===== config.mk =====
export PLATFORM = sky130hd
export DESIGN_NAME = btb_update_queue_flat
export DESIGN_NICKNAME = d
export VERILOG_FILES = /design/src/rtl/btb_update_queue_pkg.sv /design/src/rtl/btb_update_queue_if.sv /design/src/rtl/btb_upd_fifo.sv /design/src/rtl/btb_update_queue.sv /design/src/flat_wrapper.sv
export SDC_FILE = /design/constraint.sdc
export NUM_CORES = 1
export LEC_CHECK = 0
export ABC_AREA = 1
export CAP_MARGIN = 20
export CORE_UTILIZATION = 40
export DETAILED_ROUTE_END_ITERATION = 12
export GPL_TIMING_DRIVEN = 0
export PLACE_DENSITY = 0.65
export SLEW_MARGIN = 20
export SYNTH_ARGS = -nofsm -noshare
export SYNTH_HDL_FRONTEND = slang
export SYNTH_SLANG_ARGS = --single-unit

===== constraint.sdc =====
create_clock -name clk -period 8.2 [get_ports clk]
set_input_delay 0.82 -clock clk [delete_from_list [all_inputs] [get_ports clk]]
set_output_delay 0.82 -clock clk [all_outputs]
set_load 0.005 [all_outputs]

===== src/rtl/btb_update_queue_pkg.sv =====
// Shared BTB package: PC geometry and the BTB update entry layout.
// Imported by the update queue, its FIFO and the branch-bus interface.
// Contents: PC_WIDTH, INST_BYTES, upd_entry_t {valid, pc, target}.
package btb_update_queue_pkg;

    localparam int PC_WIDTH   = 32;
    localparam int INST_BYTES = 4;

    typedef struct packed {
        logic                valid;
        logic [PC_WIDTH-1:0] pc;
        logic [PC_WIDTH-1:0] target;
    } upd_entry_t;

endpackage


===== src/rtl/btb_update_queue_if.sv =====
// Resolved-branch bus from execute into the BTB update queue.
// master = execute side (drives branch info), slave = update queue (drives br_ready).
// Signals: br_valid/br_ready handshake, br_pc, br_taken, br_target, br_pred_hit, br_pred_pc.
interface btb_update_queue_if
    import btb_update_queue_pkg::*;
();
    logic                br_valid;
    logic                br_ready;
    logic [PC_WIDTH-1:0] br_pc;
    logic                br_taken;
    logic [PC_WIDTH-1:0] br_target;
    logic                br_pred_hit;
    logic [PC_WIDTH-1:0] br_pred_pc;

    modport master (
        output br_valid, br_pc, br_taken, br_target, br_pred_hit, br_pred_pc,
        input  br_ready
    );

    modport slave (
        input  br_valid, br_pc, br_taken, br_target, br_pred_hit, br_pred_pc,
        output br_ready
    );
endinterface


===== src/rtl/btb_upd_fifo.sv =====
// Coalescing FIFO of pending BTB writes with a CAM-match overwrite port.
// Ports: clk/reset, upd_hold_i, wr_vld_i/wr_pc_i/wr_target_i (write request),
//        drain_fire_o, full_o, head_pc_o/head_target_o (combinational head entry).
module btb_upd_fifo
    import btb_update_queue_pkg::*;
#(
    parameter int QDEPTH = 4,
    parameter int QPTR_W = 2
) (
    input  logic                clk,
    input  logic                reset,
    input  logic                upd_hold_i,
    input  logic                wr_vld_i,
    input  logic [PC_WIDTH-1:0] wr_pc_i,
    input  logic [PC_WIDTH-1:0] wr_target_i,
    output logic                drain_fire_o,
    output logic                full_o,
    output logic [PC_WIDTH-1:0] head_pc_o,
    output logic [PC_WIDTH-1:0] head_target_o
);

    upd_entry_t          entries_q [QDEPTH];
    upd_entry_t          entries_d [QDEPTH];
    logic [QPTR_W-1:0]   head_q, head_d;
    logic [QPTR_W-1:0]   tail_q, tail_d;
    logic [QPTR_W:0]     count_q, count_d;

    logic [QDEPTH-1:0]   match_vec;
    logic                match_any;
    logic [QPTR_W-1:0]   match_idx;
    logic                coalesce;
    logic                push;

    // CAM lookup over valid entries; at most one can match.
    always_comb begin
        match_vec = '0;
        match_idx = '0;
        for (int i = 0; i < QDEPTH; i++) begin
            match_vec[i] = entries_q[i].valid && (entries_q[i].pc == wr_pc_i);
            if (match_vec[i]) match_idx = QPTR_W'(i);
        end
        match_any = |match_vec;
    end

    assign drain_fire_o = (count_q != '0) && !upd_hold_i;
    assign full_o       = (count_q == (QPTR_W+1)'(QDEPTH));

    // A hit on the head that is leaving this cycle would be lost if merged,
    // so that case falls back to a normal enqueue.
    assign coalesce = wr_vld_i && match_any && !(drain_fire_o && (match_idx == head_q));
    assign push     = wr_vld_i && !coalesce;

    always_comb begin
        entries_d = entries_q;
        // Pop clears first so a push into the same slot (full + drain) wins.
        if (drain_fire_o) entries_d[head_q].valid = 1'b0;
        if (coalesce)     entries_d[match_idx].target = wr_target_i;
        if (push)         entries_d[tail_q] = '{valid: 1'b1, pc: wr_pc_i, target: wr_target_i};
        head_d  = head_q + QPTR_W'(drain_fire_o);
        tail_d  = tail_q + QPTR_W'(push);
        count_d = count_q + (QPTR_W+1)'(push) - (QPTR_W+1)'(drain_fire_o);
    end

    always_ff @(posedge clk) begin
        if (reset) begin
            for (int i = 0; i < QDEPTH; i++) entries_q[i] <= '0;
            head_q  <= '0;
            tail_q  <= '0;
            count_q <= '0;
        end else begin
            entries_q <= entries_d;
            head_q    <= head_d;
            tail_q    <= tail_d;
            count_q   <= count_d;
        end
    end

    assign head_pc_o     = entries_q[head_q].pc;
    assign head_target_o = entries_q[head_q].target;

endmodule


===== src/rtl/btb_update_queue.sv =====
// Execute-side BTB update producer: checks predictions, redirects fetch, queues BTB writes.
// Ports: clk/reset, br (slave branch bus), upd_hold, BTB write port (is_req_pc/req_pc/predict_target),
//        redirect_valid/redirect_pc (registered, 1-cycle pulse), mispredict_cnt (saturating).
module btb_update_queue
    import btb_update_queue_pkg::*;
#(
    parameter int QDEPTH = 4,
    parameter int QPTR_W = 2,
    parameter int CNT_W  = 16
) (
    input  logic                clk,
    input  logic                reset,
    btb_update_queue_if.slave   br,
    input  logic                upd_hold,
    output logic                is_req_pc,
    output logic [PC_WIDTH-1:0] req_pc,
    output logic [PC_WIDTH-1:0] predict_target,
    output logic                redirect_valid,
    output logic [PC_WIDTH-1:0] redirect_pc,
    output logic [CNT_W-1:0]    mispredict_cnt
);

    logic                drain_fire;
    logic                full;
    logic                accept;
    logic [PC_WIDTH-1:0] actual;
    logic                mispredict;
    logic                need_upd;

    logic                redirect_valid_q, redirect_valid_d;
    logic [PC_WIDTH-1:0] redirect_pc_q, redirect_pc_d;
    logic [CNT_W-1:0]    cnt_q, cnt_d;

    // A full queue can still accept when its head leaves this cycle.
    assign br.br_ready = !full || drain_fire;
    assign accept      = br.br_valid && br.br_ready;

    assign actual     = br.br_taken ? br.br_target : (br.br_pc + PC_WIDTH'(INST_BYTES));
    assign mispredict = (br.br_pred_pc != actual);
    // Not-taken never writes: the BTB has no way to invalidate an entry.
    assign need_upd   = br.br_taken && (!br.br_pred_hit || (br.br_pred_pc != br.br_target));

    btb_upd_fifo #(
        .QDEPTH (QDEPTH),
        .QPTR_W (QPTR_W)
    ) u_fifo (
        .clk           (clk),
        .reset         (reset),
        .upd_hold_i    (upd_hold),
        .wr_vld_i      (accept && need_upd),
        .wr_pc_i       (br.br_pc),
        .wr_target_i   (br.br_target),
        .drain_fire_o  (drain_fire),
        .full_o        (full),
        .head_pc_o     (req_pc),
        .head_target_o (predict_target)
    );

    assign is_req_pc = drain_fire;

    always_comb begin
        redirect_valid_d = accept && mispredict;
        redirect_pc_d    = redirect_pc_q;
        cnt_d            = cnt_q;
        if (accept && mispredict) begin
            redirect_pc_d = actual;
            if (cnt_q != '1) cnt_d = cnt_q + CNT_W'(1);
        end
    end

    always_ff @(posedge clk) begin
        if (reset) begin
            redirect_valid_q <= 1'b0;
            redirect_pc_q    <= '0;
            cnt_q            <= '0;
        end else begin
            redirect_valid_q <= redirect_valid_d;
            redirect_pc_q    <= redirect_pc_d;
            cnt_q            <= cnt_d;
        end
    end

    assign redirect_valid = redirect_valid_q;
    assign redirect_pc    = redirect_pc_q;
    assign mispredict_cnt = cnt_q;

endmodule

===== src/flat_wrapper.sv =====
// flat-port wrapper written by rule: the top's interface ports become plain ports
module btb_update_queue_flat import btb_update_queue_pkg::*;
#(
    parameter int QDEPTH = 4,
    parameter int QPTR_W = 2,
    parameter int CNT_W  = 16
)
  (clk, reset, upd_hold, is_req_pc, req_pc, predict_target, redirect_valid, redirect_pc, mispredict_cnt, br_br_valid, br_br_pc, br_br_taken, br_br_target, br_br_pred_hit, br_br_pred_pc, br_br_ready);
  btb_update_queue_if br_i ();
  input  logic clk;
  input  logic reset;
  input  logic upd_hold;
  output logic is_req_pc;
  output logic [PC_WIDTH-1:0] req_pc;
  output logic [PC_WIDTH-1:0] predict_target;
  output logic redirect_valid;
  output logic [PC_WIDTH-1:0] redirect_pc;
  output logic [CNT_W-1:0] mispredict_cnt;
  input wire logic [$bits(br_i.br_valid)-1:0] br_br_valid;
  input wire logic [$bits(br_i.br_pc)-1:0] br_br_pc;
  input wire logic [$bits(br_i.br_taken)-1:0] br_br_taken;
  input wire logic [$bits(br_i.br_target)-1:0] br_br_target;
  input wire logic [$bits(br_i.br_pred_hit)-1:0] br_br_pred_hit;
  input wire logic [$bits(br_i.br_pred_pc)-1:0] br_br_pred_pc;
  output wire logic [$bits(br_i.br_ready)-1:0] br_br_ready;
  assign br_i.br_valid = br_br_valid;
  assign br_i.br_pc = br_br_pc;
  assign br_i.br_taken = br_br_taken;
  assign br_i.br_target = br_br_target;
  assign br_i.br_pred_hit = br_br_pred_hit;
  assign br_i.br_pred_pc = br_br_pred_pc;
  assign br_br_ready = br_i.br_ready;
  btb_update_queue #(.QDEPTH(QDEPTH), .QPTR_W(QPTR_W), .CNT_W(CNT_W)) u_core (.clk(clk), .reset(reset), .br(br_i), .upd_hold(upd_hold), .is_req_pc(is_req_pc), .req_pc(req_pc), .predict_target(predict_target), .redirect_valid(redirect_valid), .redirect_pc(redirect_pc), .mispredict_cnt(mispredict_cnt));
endmodule

==> results of run 1 <==
## metrics by stage
stage / std cells / instance area (um2) / power, mW / hold slack [ns] / setup WS [ns]
6_report: 4298 / 24800 / 4.88 / 0.479 / 3.34
5_1_grt: 4298 / 24800 / 5.04 / 0.493 / 3.35
4_1_cts: 4298 / 24800 / 4.85 / 0.478 / 3.48
3_5_place_dp: 4229 / 23600 / 3.13 / 0.469 / 3.60
3_3_place_gp: 4229 / 23600 / 3.13 / 0.462 / 3.63
2_1_floorplan: 3347 / 20600 / 2.47 / 0.453 / 4.94
## metal layers
metal	GRT usage [%]	part of all wire, %	vias to the layer above
met1	44.9	43	10869
met2	48.5	42	1133
met4	14.7	4.7	4
met3	7.08	10	195
met5	0.919	0.083	-
li1	-	-	11258
## worst max-delay path, stage by stage, from the launching register on
cell             delay (ns)
dfxtp_1                0.30
clkbuf_1               0.25
nor2_1                 0.19
clkbuf_1               0.67
clkbuf_1               0.98
a22oi_1                0.25
o211ai_1               0.23
clkdlybuf4s50_1        0.56
## flip-flops by register name, summed over array words and instances, names as in the netlist
name,count
u_core.u_fifo.entries_q,260
u_core.u_fifo.head_q,2
u_core.mispredict_cnt,16
u_core.u_fifo.tail_q,2
u_core.redirect_valid,1
u_core.redirect_pc,32
u_core.u_fifo.count_q,3
## power breakdown
part	internal (mW)	switching [mW]	leakage, nW
clock network	0.987	0.751	0.611
logic	0.464	0.995	6.92
registers	1.62	0.0637	2.57
total	3.07	1.81	10.1
## cell usage in the layout, fill, tap and decap left out, types with 11 or more instances in the layout
cell type / count
nand2_1: 1022
nand3_2: 85
nor3_1: 22
inv_2: 14
nor2_1: 537
nand3_1: 376
dfxtp_1: 316
buf_4: 32
a21oi_2: 31
a22oi_1: 64
or2_2: 19
clkbuf_8: 11
a21oi_1: 106
nand4_1: 60
o221ai_1: 23
xor2_1: 21
buf_1: 24
buf_2: 45
clkbuf_1: 100
clkdlybuf4s50_1: 210
xnor2_1: 37
inv_1: 253
o21ai_0: 83
clkbuf_16: 39
## logic make-up after synthesis
kind of cell / count (synthesis) / synth area share [%]
AOI/OAI and AO/OA: 326 / 9.83
adders and majority gates: 7 / 0.461
buffers and inverters: 473 / 10.2
and+or+nand+nor: 2164 / 46.2
xor gates and xnor gates: 61 / 2.70
DFF: 316 / 30.7
## final cells by class
type | count | area share (%)
inverters | 272 | 4.12
clock inverters | 6 | 0.257
flip-flops and latches | 316 | 25.5
plain buffers | 201 | 4.35
repair buffers | 210 | 8.47
well taps | 672 | 3.39
multi-input cells | 2558 | 49.2
clock buffers | 63 | 4.74
## how the worst min path moves through the flow
stage	startpoint	to	cells after the start
3_3_place_gp	u_core.redirect_pc[28]	u_core.redirect_pc[28]	2
3_5_place_dp	u_core.u_fifo.entries_q[58]	u_core.u_fifo.entries_q[58]	2
5_1_grt	u_core.u_fifo.entries_q[97]	u_core.u_fifo.entries_q[97]	2
4_1_cts	u_core.u_fifo.entries_q[58]	u_core.u_fifo.entries_q[58]	2
6_report	u_core.redirect_pc[25]	u_core.redirect_pc[25]	2
2_1_floorplan	u_core.u_fifo.entries_q[259]	u_core.u_fifo.entries_q[259]	2
==> metrics.csv, run 1 <==
metric,value,unit
RSZ-0062 raised after global routing,false,
final wirelength,87.9,mm
fin crit period,4.86,ns
reg2reg start,u_core.u_fifo.entries_q[35],
maxcap violations,0,
Root Driver,clkbuf_16,
Worst Setup Path Type,reg2out,
asr flop ratio synth,0,%
# rows,82,
post-synth net total,3456,
post-CTS setup buffers,0,
total negative slack,0,ns
Worst-Skew Late Latency,0.60,ns
final setup fails,0,
initial antenna violation count,1,
Peak Freq,206,MHz
GP Congestion,1.05,
R2R Path End,u_core.u_fifo.count_q[1],
"Avg Cell Area, Syn",6.17,um2
"Top FF cell, synth",dfxtp_1,
DP Wirelength,68.4,mm
post-synth top area cell,dfxtp_1,
Routed Antenna Nets,0,
CTS HTree Levels,2,
per-cell routed wire length,20.5,um
"FF+latch count, synth",316,
CTS tree,yes,
power per cell area,197,mW/mm2
router iterations before antenna repair,6,
core outline area,0.0505,mm2
area of the multi-input gates,0.0122,mm2
clk_skew,0.0334,ns
CP Capture Type,output port,
post-synth top area share,30.7,%
Area Growth Syn to Fin,20.3,%
Final period util,59.3,%
"count leader, synth",nand2_1,
grt ovf,0,
synth cell count leaders,"1,022 x nand2_1, 538 x nor2_1, 376 x nand3_1",
reg2reg setup slack,4.77,ns
CP Data Required Time,7.38,ns
fill count,5407,
fin. max-slew vios,0,
share of cells above drive strength 1,8.83,%
Residual DRC,0,
clk slew on worst S/H paths,0.06,ns
vias in the first global route,21162,
Die Y,229,um
IO Pins,217,
Hold Path Class,reg2reg,
die area,0.0525,mm2
Antenna Cells,0,
crit-path max FO,10,
Critical Path Start Type,register,
Post-synth EDFFs,0,
post-CTS sizing,0,
final hold viol count,0,
crit path to,req_pc[28],
Worst EP arrival,4.04,ns
fin nets,3707,
clock net sink count,316,
initial core utilization,40.9,%
"Seq/Total Area, Yosys",30.7,%
Post-Syn Area,0.0206,mm2
global-route wire length before repair,130,mm
PortBufs,210,
Leakage,10.1,nW
total track usage,32.7,%
crit path from,u_core.u_fifo.head_q[1],
Die X,229,um
FF-to-FF path depth,18,
cells after synthesis,3347,
Num CTS Buffers,39,
vias per inst,5.46,
worst slew pin tran,1.23,ns
library cells used by synthesis,48,
hold-fix buffer count after cts,0,
Starting DRT DRC Count,2911,
Synth warnings,0,
CTS max path bufs,3,
Area contributors post-synth,"dfxtp_1 31%, nand2_1 19%, nor2_1 9.8%",
detailed-route via count,23459,
utilization after layout,49.2,%
largest net degree at the start of global routing,12,
Sequential Area,0.00633,mm2
relative slew slack,17.9,%
status,finished clean,
peak supply drop,0.130,mV
(Power assumes the default switching activity.)
==> run 2: changes to the inputs <==
==> constraint.sdc (replaced) <==
create_clock -name clk -period 4.6 [get_ports clk]
set_input_delay 0.46 -clock clk [delete_from_list [all_inputs] [get_ports clk]]
set_output_delay 0.46 -clock clk [all_outputs]
set_load 0.005 [all_outputs]
==> results of run 2 <==
The final DEF is identical to that of run 1. Status: finished clean.
Main changes from that run: setup slack after placement 3.60 ns -> 0.359 ns; clock-pin slew on the worst setup and hold paths 0.06 ns -> 0.07 ns; setup slack after layout 3.34 ns -> 0.101 ns; hold slack 0.479 ns -> 0.205 ns; register-to-register setup slack 4.77 ns -> 1.17 ns; end point of the worst hold path u_core.redirect_pc[25] -> u_core.u_fifo.entries_q[108]; total power 4.88 mW -> 8.71 mW; worst IR drop on VDD 0.130 mV -> 0.232 mV
